===== src/rtl/user_clock_pll_drp_ctrl.sv =====
// Runtime M/D retune sequencer for the user-clock PLL over its DRP port.
// Optional feature macro: PLL_DRP_READBACK_EN (read back and compare every DRP write).
//
// state     | meaning
// BOOT      | PLL released after reset, waiting for first lock
// IDLE      | ready for a request; CLK_READY follows synced lock
// CHECK     | validate captured M/D
// RST_ON    | PLL held in reset, FB write staged
// WR_FB     | DEN/DWE pulse to CLKFBOUT register
// WAIT_FB   | waiting DRDY for FB write
// RD_FB     | DEN pulse, readback of FB register
// RDW_FB    | waiting DRDY for FB readback
// WR_CO     | DEN/DWE pulse to CLKOUT0 register
// WAIT_CO   | waiting DRDY for CO write
// RD_CO     | DEN pulse, readback of CO register
// RDW_CO    | waiting DRDY for CO readback
// RST_OFF   | PLL reset released
// WAIT_LOCK | waiting synced lock

module user_clock_pll_drp_ctrl #(
   parameter logic [4:0]  ADDR_CLKOUT0 = 5'h08,
   parameter logic [4:0]  ADDR_CLKFB   = 5'h14,
   parameter int unsigned DRDY_TIMEOUT = 64,
   parameter int unsigned LOCK_TIMEOUT = 65535
) (
   input  logic        i_clk,
   input  logic        i_rst,
   input  logic        i_req_valid,
   output logic        o_req_ready,
   input  logic [5:0]  i_req_mult,
   input  logic [5:0]  i_req_div,
   output logic        o_pll_rst,
   input  logic        i_pll_locked,
   output logic [4:0]  o_drp_daddr,
   output logic [15:0] o_drp_di,
   output logic        o_drp_den,
   output logic        o_drp_dwe,
   input  logic [15:0] i_drp_do,
   input  logic        i_drp_drdy,
   output logic        o_clk_ready,
   output logic        o_done,
   output logic        o_err
);

   // DRDY timer is loaded one cycle after DEN, so ERR lands DRDY_TIMEOUT cycles after DEN
   localparam logic [15:0] C_DRDY_LOAD = 16'(DRDY_TIMEOUT - 2);
   localparam logic [15:0] C_LOCK_LOAD = 16'(LOCK_TIMEOUT);

   typedef enum logic [3:0] {
      S_BOOT, S_IDLE, S_CHECK, S_RST_ON,
      S_WR_FB, S_WAIT_FB, S_RD_FB, S_RDW_FB,
      S_WR_CO, S_WAIT_CO, S_RD_CO, S_RDW_CO,
      S_RST_OFF, S_WAIT_LOCK
   } state_t;

   state_t      r_state;
   logic        r_req_ready;
   logic        r_pll_rst;
   logic [4:0]  r_daddr;
   logic [15:0] r_di;
   logic        r_den;
   logic        r_dwe;
   logic        r_done;
   logic        r_err;
   logic [15:0] r_timer;
   logic        r_failed;
   logic [5:0]  r_mult;
   logic [5:0]  r_div;
   logic        r_lock_meta;
   logic        r_lock_sync;
   logic        w_req_ok;

   function automatic logic [15:0] f_enc(input logic [5:0] n);
      logic [5:0] hi;
      logic [5:0] lo;
      hi = n >> 1;
      lo = n - hi;
      return {2'b00, hi, (n == 6'd1), n[0], lo};
   endfunction

   assign w_req_ok = (r_mult >= 6'd1) && (r_mult <= 6'd32) &&
                     (r_div >= 6'd2) && (r_div <= 6'd32);

`ifndef PLL_DRP_READBACK_EN
   logic w_unused_drp_do;
   assign w_unused_drp_do = ^i_drp_do;
`endif

   always_ff @(posedge i_clk) begin
      if (i_rst) begin
         r_state     <= S_BOOT;
         r_req_ready <= 1'b0;
         r_pll_rst   <= 1'b1;
         r_daddr     <= '0;
         r_di        <= '0;
         r_den       <= 1'b0;
         r_dwe       <= 1'b0;
         r_done      <= 1'b0;
         r_err       <= 1'b0;
         r_timer     <= C_LOCK_LOAD;
         r_failed    <= 1'b0;
         r_mult      <= '0;
         r_div       <= '0;
         r_lock_meta <= 1'b0;
         r_lock_sync <= 1'b0;
      end else begin
         r_lock_meta <= i_pll_locked;
         r_lock_sync <= r_lock_meta;
         r_done      <= 1'b0;
         r_err       <= 1'b0;
         r_den       <= 1'b0;
         r_dwe       <= 1'b0;

         case (r_state)
            S_BOOT: begin
               r_pll_rst <= 1'b0;
               if (r_lock_sync) begin
                  r_state     <= S_IDLE;
                  r_req_ready <= 1'b1;
               end else if (r_timer == 16'd0) begin
                  r_err       <= 1'b1;
                  r_state     <= S_IDLE;
                  r_req_ready <= 1'b1;
               end else begin
                  r_timer <= r_timer - 16'd1;
               end
            end

            S_IDLE: begin
               if (i_req_valid && r_req_ready) begin
                  r_mult      <= i_req_mult;
                  r_div       <= i_req_div;
                  r_req_ready <= 1'b0;
                  r_state     <= S_CHECK;
               end
            end

            S_CHECK: begin
               if (!w_req_ok) begin
                  r_err       <= 1'b1;
                  r_req_ready <= 1'b1;
                  r_state     <= S_IDLE;
               end else begin
                  r_pll_rst <= 1'b1;
                  r_failed  <= 1'b0;
                  r_state   <= S_RST_ON;
               end
            end

            S_RST_ON: begin
               r_daddr <= ADDR_CLKFB;
               r_di    <= f_enc(r_mult);
               r_den   <= 1'b1;
               r_dwe   <= 1'b1;
               r_state <= S_WR_FB;
            end

            S_WR_FB: begin
               r_timer <= C_DRDY_LOAD;
               r_state <= S_WAIT_FB;
            end

            S_WAIT_FB: begin
               if (i_drp_drdy) begin
`ifdef PLL_DRP_READBACK_EN
                  r_den   <= 1'b1;
                  r_state <= S_RD_FB;
`else
                  r_daddr <= ADDR_CLKOUT0;
                  r_di    <= f_enc(r_div);
                  r_den   <= 1'b1;
                  r_dwe   <= 1'b1;
                  r_state <= S_WR_CO;
`endif
               end else if (r_timer == 16'd0) begin
                  r_err     <= 1'b1;
                  r_failed  <= 1'b1;
                  r_pll_rst <= 1'b0;
                  r_state   <= S_RST_OFF;
               end else begin
                  r_timer <= r_timer - 16'd1;
               end
            end

`ifdef PLL_DRP_READBACK_EN
            S_RD_FB: begin
               r_timer <= C_DRDY_LOAD;
               r_state <= S_RDW_FB;
            end

            S_RDW_FB: begin
               if (i_drp_drdy && (i_drp_do == r_di)) begin
                  r_daddr <= ADDR_CLKOUT0;
                  r_di    <= f_enc(r_div);
                  r_den   <= 1'b1;
                  r_dwe   <= 1'b1;
                  r_state <= S_WR_CO;
               end else if (i_drp_drdy || (r_timer == 16'd0)) begin
                  r_err     <= 1'b1;
                  r_failed  <= 1'b1;
                  r_pll_rst <= 1'b0;
                  r_state   <= S_RST_OFF;
               end else begin
                  r_timer <= r_timer - 16'd1;
               end
            end
`endif

            S_WR_CO: begin
               r_timer <= C_DRDY_LOAD;
               r_state <= S_WAIT_CO;
            end

            S_WAIT_CO: begin
               if (i_drp_drdy) begin
`ifdef PLL_DRP_READBACK_EN
                  r_den   <= 1'b1;
                  r_state <= S_RD_CO;
`else
                  r_pll_rst <= 1'b0;
                  r_state   <= S_RST_OFF;
`endif
               end else if (r_timer == 16'd0) begin
                  r_err     <= 1'b1;
                  r_failed  <= 1'b1;
                  r_pll_rst <= 1'b0;
                  r_state   <= S_RST_OFF;
               end else begin
                  r_timer <= r_timer - 16'd1;
               end
            end

`ifdef PLL_DRP_READBACK_EN
            S_RD_CO: begin
               r_timer <= C_DRDY_LOAD;
               r_state <= S_RDW_CO;
            end

            S_RDW_CO: begin
               if (i_drp_drdy && (i_drp_do == r_di)) begin
                  r_pll_rst <= 1'b0;
                  r_state   <= S_RST_OFF;
               end else if (i_drp_drdy || (r_timer == 16'd0)) begin
                  r_err     <= 1'b1;
                  r_failed  <= 1'b1;
                  r_pll_rst <= 1'b0;
                  r_state   <= S_RST_OFF;
               end else begin
                  r_timer <= r_timer - 16'd1;
               end
            end
`endif

            S_RST_OFF: begin
               r_timer <= C_LOCK_LOAD;
               r_state <= S_WAIT_LOCK;
            end

            // After a DRP failure the ERR was already issued; only wait out the relock
            S_WAIT_LOCK: begin
               if (r_lock_sync) begin
                  r_done      <= !r_failed;
                  r_req_ready <= 1'b1;
                  r_state     <= S_IDLE;
               end else if (r_timer == 16'd0) begin
                  r_err       <= !r_failed;
                  r_req_ready <= 1'b1;
                  r_state     <= S_IDLE;
               end else begin
                  r_timer <= r_timer - 16'd1;
               end
            end

            default: begin
               r_pll_rst   <= 1'b0;
               r_req_ready <= 1'b0;
               r_timer     <= C_LOCK_LOAD;
               r_state     <= S_BOOT;
            end
         endcase
      end
   end

   assign o_req_ready = r_req_ready;
   assign o_pll_rst   = r_pll_rst;
   assign o_drp_daddr = r_daddr;
   assign o_drp_di    = r_di;
   assign o_drp_den   = r_den;
   assign o_drp_dwe   = r_dwe;
   assign o_done      = r_done;
   assign o_err       = r_err;
   assign o_clk_ready = (r_state == S_IDLE) && r_lock_sync;

endmodule


===== config.mk =====
export PLATFORM = sky130hd
export DESIGN_NAME = user_clock_pll_drp_ctrl
export DESIGN_NICKNAME = d
export VERILOG_FILES = /design/src/rtl/user_clock_pll_drp_ctrl.sv
export SDC_FILE = /design/constraint.sdc
export NUM_CORES = 1
export LEC_CHECK = 0
export CAP_MARGIN = 15
export CORE_ASPECT_RATIO = 1.25
export CORE_MARGIN = 2
export CORE_UTILIZATION = 53
export DETAILED_ROUTE_END_ITERATION = 12
export GPL_ROUTABILITY_DRIVEN = 0
export PLACE_DENSITY = 0.78
export SYNTH_ARGS = -nofsm -noshare
export SYNTH_HDL_FRONTEND = slang
export SYNTH_SLANG_ARGS = --single-unit

===== constraint.sdc =====
create_clock -name i_clk -period 2.4 [get_ports i_clk]
set_input_delay 0.48 -clock i_clk [delete_from_list [all_inputs] [get_ports i_clk]]
set_output_delay 0.48 -clock i_clk [all_outputs]
set_load 0.1 [all_outputs]

==> impl_metrics.tcl, run 1 <==
set metrics [dict create \
    start_util 0.540 \
    first_pass_iters 4 \
    drcViolationCount 0 \
    ant_nets 0 \
    yosysTopAreaCell "dfxtp_1" \
    die_h_um 94.6 \
    synth_ff_type "dfxtp_1" \
    tightestPinTransition_ns 0.642 \
    grt_pass1_wl_mm 14.8 \
    synth_edf_count 0 \
    grt_pass1_vias 3306 \
    cts.reportedPaths.clkPinSlew_ns 0.10 \
    worstPathMaxFanout 13 \
    ys_ff_latch 55 \
    end_kind "register" \
    grt_usage 0.250 \
    p_switching_uw 457 \
    numCtsBuffers 5 \
    dp_hpwl_mm 6.67 \
    p_sw_frac 0.259 \
    portBuffers 39 \
    p_per_area_mw_per_mm2 432 \
    synth_top_family_by_area "compound AO/OA/AOI/OAI gates" \
    cts-root-buf "clkbuf_8" \
    ys_top_cells_by_area "dfxtp_1 32%, ha_1 9.7%, a21oi_1 6.5%" \
    synth_mux_area_frac 0.00575 \
    layout-drive-gt1-share 0.148 \
    grt-ovfl-total 0 \
    syn2layout_area_growth_pct 17.2 \
    fin_crit_ns 2.22 \
    clkPwrFrac 0.348 \
    async_reset_ff_frac 0 \
    rsz0062_at_grt "false" \
    num_io_pins 61 \
    dieArea_mm2 0.00723 \
    avgSynthCellArea_um2 7.94 \
    cts_htree_levels 2 \
    ctsLongestPathBuffers 2 \
    synthCells 438 \
    slew_violations 0 \
    routedWlPerCell_um 15.4 \
    synth.top_cells.by_count "55 x dfxtp_1, 52 x nand2_1, 45 x a21oi_1" \
    core-area_mm2 0.00644 \
    power_frac_seq 0.536 \
    relSlewSlack 0.561 \
    path_class "reg -> reg" \
    peakVddDrop_mv 0.339 \
    setup_tns_ns 0 \
    first_iter_violations 256 \
    yosysTopAreaCellShare 0.316 \
    cts_sinks 55 \
    drv_cap 0 \
    route.vias.total 3343 \
    hp-class "reg -> reg" \
    num_antenna_cells 0 \
    regArea_mm2 0.00110 \
    yosysMostFrequentCell "dfxtp_1" \
    status "finished, final reports clean" \
    synthAdderAreaFrac 0.109 \
    rows 33 \
    synthesis.area_mm2 0.00348 \
    wl_mm 8.73 \
    leakagePower_uw 0.00160 \
    max_freq_mhz 451 \
    ctsResizeCount 0 \
    setup_slack_ns 0.181 \
    fin_crit_sh 0.925 \
    p_int_uw 1310 \
    cts_setup_buffers 0 \
    synthSimpleGateAreaFrac 0.236 \
    power.total_uw 1760 \
    yosys_warnings 0 \
    grt_max_degree 32 \
    viasPerCell 5.89 \
    cts_hold_buf 0 \
    ys_types 63 \
    multi_input_area_mm2 0.00215 \
    fillers 594 \
    ys_seq_area_frac 0.316 \
    yosys.area_share.xor_xnor 0.0201 \
    dpl_worst_slack_ns 0.0258 \
    synth_compound_area_frac 0.242 \
    clkLatencyLatePin_ns 0.31 \
    combPwrFrac 0.115 \
    cts_tree "yes" \
    finClkSkew_ns 0.0106 \
    worstPathArrival_ns 2.43 \
    die_w_um 76.5 \
    setup.worst_path.start_class "register" \
    hold_violations 0 \
    nets 543 \
    finalSetupViolCount 0 \
    antenna_found_initial 0 \
    crit_required_ns 2.61 \
]
-- cells in the final DEF (no fill, tap or decap), types with 3 or more instances in the layout --
master	netlist	routed
nand2_1	52	52
o21a_1	3	3
nand4_1	8	8
nand3_1	11	11
nor3b_1	4	4
xnor2_1	6	6
a21o_1	4	4
nor3_1	11	11
and3_1	4	4
a21oi_1	45	45
or3_1	3	3
nor4_1	4	4
nor2b_1	6	6
inv_1	22	22
clkdlybuf4s50_1	0	15
o221ai_1	4	4
nand2b_1	4	4
a211oi_1	7	7
buf_4	8	47
a21boi_0	3	3
a311oi_1	3	3
o21bai_1	7	7
ha_1	27	27
clkbuf_8	0	5
conb_1	1	5
nor2_1	37	37
or2_2	3	3
o31ai_1	3	3
o21ai_0	19	19
o211ai_1	5	5
dfxtp_1	55	55
a221o_1	3	3
-- area by class of cell --
type | count | area share
clock buffers | 5 | 0.0169
well taps | 87 | 0.0267
inverters | 23 | 0.0212
repair buffers | 64 | 0.129
flip-flops and latches | 55 | 0.270
clock inverters | 2 | 0.00920
multi-input cells | 332 | 0.527
-- cell families (layout without fill, tap and decap cells) --
family	after synthesis	after routing
AND/OR/NAND/NOR	162	162
AO/OA/AOI/OAI	126	126
flip-flops	55	55
buffers and inverters	55	94
adder cells (fa/ha/maj)	29	29
XOR/XNOR	8	8
multiplexers	2	2
other	1	5
-- worst max-delay path, cell delays in order, from the launching register on --
cell and delay (ns):
dfxtp_1 0.62, nand2b_1 0.18, nor3b_1 0.46, o21ba_2 0.24, buf_4 0.16, a31oi_1 0.19
o21bai_1 0.08, a21o_1 0.17
-- metal layers --
layer / vias to the layer above / wire length (µm) / GRT usage
met3: 33 / 362 / 0.0354
li1: 1632 / - / -
met1: 1573 / 3350 / 0.265
met4: 0 / 427 / 0.142
met2: 105 / 4590 / 0.476
met5: - / 0 / 0
-- power groups by stage --
stage | sequential (µW) | combinational (µW) | clock, µW
4_1_cts | 946 | 202 | 628
3_5_place_dp | 967 | 199 | 0
3_3_place_gp | 966 | 194 | 0
6_report | 946 | 203 | 614
2_1_floorplan | 976 | 130 | 0
5_1_grt | 949 | 219 | 658
-- state kept, by name (all words and copies together), names as in the netlist --
name / count
r_lock_meta: 1
o_drp_daddr: 2
o_drp_di: 13
r_failed: 1
r_state: 4
o_done: 1
o_err: 1
r_div: 6
o_req_ready: 1
r_timer: 16
r_mult: 6
o_pll_rst: 1
r_lock_sync: 1
o_drp_dwe: 1
-- stage by stage --
step,utilization,std cells,hold slack (ns),area [µm²]
after global placement,0.617,561,0.426,3970
after floorplan,-,442,0.414,3490
final,0.633,568,0.449,4080
after detailed placement,0.617,561,0.432,3970
after CTS,0.633,568,0.457,4080
after global routing,0.633,568,0.483,4080
-- worst paths after layout --
check              start           to  slack (ns)  cells past startpoint
max           r_state[0]   r_timer[4]        0.18                      7
min          r_lock_meta  r_lock_sync        0.45                      1
max reg2reg   r_state[0]   r_timer[4]        0.18                      7
min reg2reg  r_lock_meta  r_lock_sync        0.45                      1
Power figures use the tool's default switching activity.
==> run 2, diff against run 1 <==
--- a/config.mk
+++ b/config.mk
@@ -8,10 +8,10 @@
 export CAP_MARGIN = 15
 export CORE_ASPECT_RATIO = 1.25
 export CORE_MARGIN = 2
-export CORE_UTILIZATION = 53
+export CORE_UTILIZATION = 35
 export DETAILED_ROUTE_END_ITERATION = 12
 export GPL_ROUTABILITY_DRIVEN = 0
-export PLACE_DENSITY = 0.78
+export PLACE_DENSITY = 0.55
 export SYNTH_ARGS = -nofsm -noshare
 export SYNTH_HDL_FRONTEND = slang
 export SYNTH_SLANG_ARGS = --single-unit
==> impl_metrics.tcl, run 2 (same netlist as run 1, synthesis figures left out) <==
set metrics [dict create \
    routedWlPerCell_um 14.9 \
    grtUsageMet3 0.0273 \
    drcViolationCount 0 \
    dp_hpwl_mm 6.92 \
    fin_crit_sh 0.949 \
    met2_usage 0.338 \
    status "finished, final reports clean" \
    layout-drive-gt1-share 0.155 \
    cts.reportedPaths.clkPinSlew_ns 0.07 \
    path_class "reg -> reg" \
    grt-ovfl-total 0 \
    nets 546 \
    dieArea_mm2 0.0108 \
    first_iter_violations 171 \
    start_util 0.360 \
    clkLatencyLatePin_ns 0.30 \
    ctsLongestPathBuffers 2 \
    cp_slowest_cell "nor4b_1" \
    top_usage_layer "met2" \
    finClkSkew_ns 0.00676 \
    cts_sinks 55 \
    hold_violations 0 \
    die_w_um 93.2 \
    finalSetupViolCount 0 \
    grt_usage 0.178 \
    peakVddDrop_mv 0.239 \
    layout_commonest_cell "dfxtp_1" \
    syn2layout_area_growth_pct 21.4 \
    rsz0062_at_grt "false" \
    use_met1 0.200 \
    cp_cell_sequence "or3_1 > or3_1 > nor4b_1 > buf_4 > nand3b_1 > o211ai_1" \
    num_antenna_cells 0 \
    worstPathArrival_ns 2.44 \
    route.vias.total 3226 \
    wl_mm 9.12 \
    grt_max_degree 35 \
    end_kind "register" \
    worstPathMaxFanout 6 \
    ant_nets 0 \
    r2r_start "r_timer[7]" \
    rows 40 \
    r2r_end "r_timer[12]" \
    hold_depth 1 \
    first_pass_iters 4 \
    reg2reg_depth 6 \
    num_io_pins 61 \
    largest_reg_flops 16 \
    p_per_area_mw_per_mm2 456 \
    numCtsBuffers 5 \
    core-area_mm2 0.00966 \
    cts_tree "yes" \
    tightestPinTransition_ns 0.677 \
    ff2ff_setup_slack_ns 0.12 \
    leakagePower_uw 0.00165 \
    setup.worst_path.start_class "register" \
    antenna_found_initial 0 \
    slowest_delay_ns 0.51 \
    cp_common_cell "or3_1" \
    cts_setup_buffers 0 \
    top_register "r_timer" \
    portBuffers 39 \
    drv_cap 0 \
    fin_crit_ns 2.28 \
    grt_pass1_wl_mm 15.4 \
    grt_pass1_vias 3135 \
    slew_violations 0 \
    final_cell_mix "55 x dfxtp_1, 52 x nand2_1, 48 x buf_4" \
    cts_hold_buf 0 \
    hp-class "reg -> reg" \
    die_h_um 115 \
    min_to "r_lock_sync" \
    setup_tns_ns 0 \
    viasPerCell 5.28 \
    crit_required_ns 2.56 \
    cts-root-buf "clkbuf_16" \
    hp-start "r_lock_meta" \
    power.total_uw 1930 \
    max_freq_mhz 439 \
    ctsResizeCount 0 \
    relSlewSlack 0.546 \
    cts_htree_levels 2 \
]
run 2: worst max-delay path by stage:
stage	start	endpoint	slack, ns
after detailed placement	i_drp_drdy	r_timer[12]	0.06
after global placement	i_drp_drdy	r_timer[12]	0.07
after CTS	r_timer[7]	r_timer[12]	0.15
after global routing	r_timer[7]	r_timer[12]	0.02
final	r_timer[7]	r_timer[12]	0.12
after floorplan	r_state[0]	o_clk_ready	0.31
run 2: cell type report:
class                           instances  area, µm²
Timing Repair Buffer                   67        576
Sequential cell                        55       1100
Clock buffer                            6        139
Inverter                               23       86.3
Multi-Input combinational cell        332       2150
Clock inverter                          2       16.3
Fill cell                             976       5430
Tap cell                              126        158
run 2: per-stage QoR:
stage / area [µm²] / setup slack (ns) / hold WS, ns / std cells / utilization
floorplan: 3490 / 0.311 / 0.414 / 442 / -
global placement: 4070 / 0.0689 / 0.427 / 603 / 0.421
detailed placement: 4070 / 0.0570 / 0.424 / 603 / 0.421
CTS: 4220 / 0.148 / 0.453 / 611 / 0.437
global route: 4230 / 0.0164 / 0.477 / 611 / 0.437
finish: 4230 / 0.122 / 0.453 / 611 / 0.437
run 2: critical path, delay by kind of cell (launching register included):
| family | cells | cell delay (ns) |
|---|---|---|
| AND/OR/NAND/NOR | 4 | 1.48 |
| flip-flops | 1 | 0.36 |
| buffers and inverters | 1 | 0.21 |
| AO/OA/AOI/OAI | 1 | 0.09 |
run 2: routing by layer:
layer	vias up	wire, µm
met4	0	191
met3	12	261
met5	-	0
met2	55	4890
li1	1635	-
met1	1524	3780
run 2: power by group:
group	internal, µW	switching, µW
Clock	418	359
Combinational	74.1	130
Sequential	928	16.0
Total	1420	505
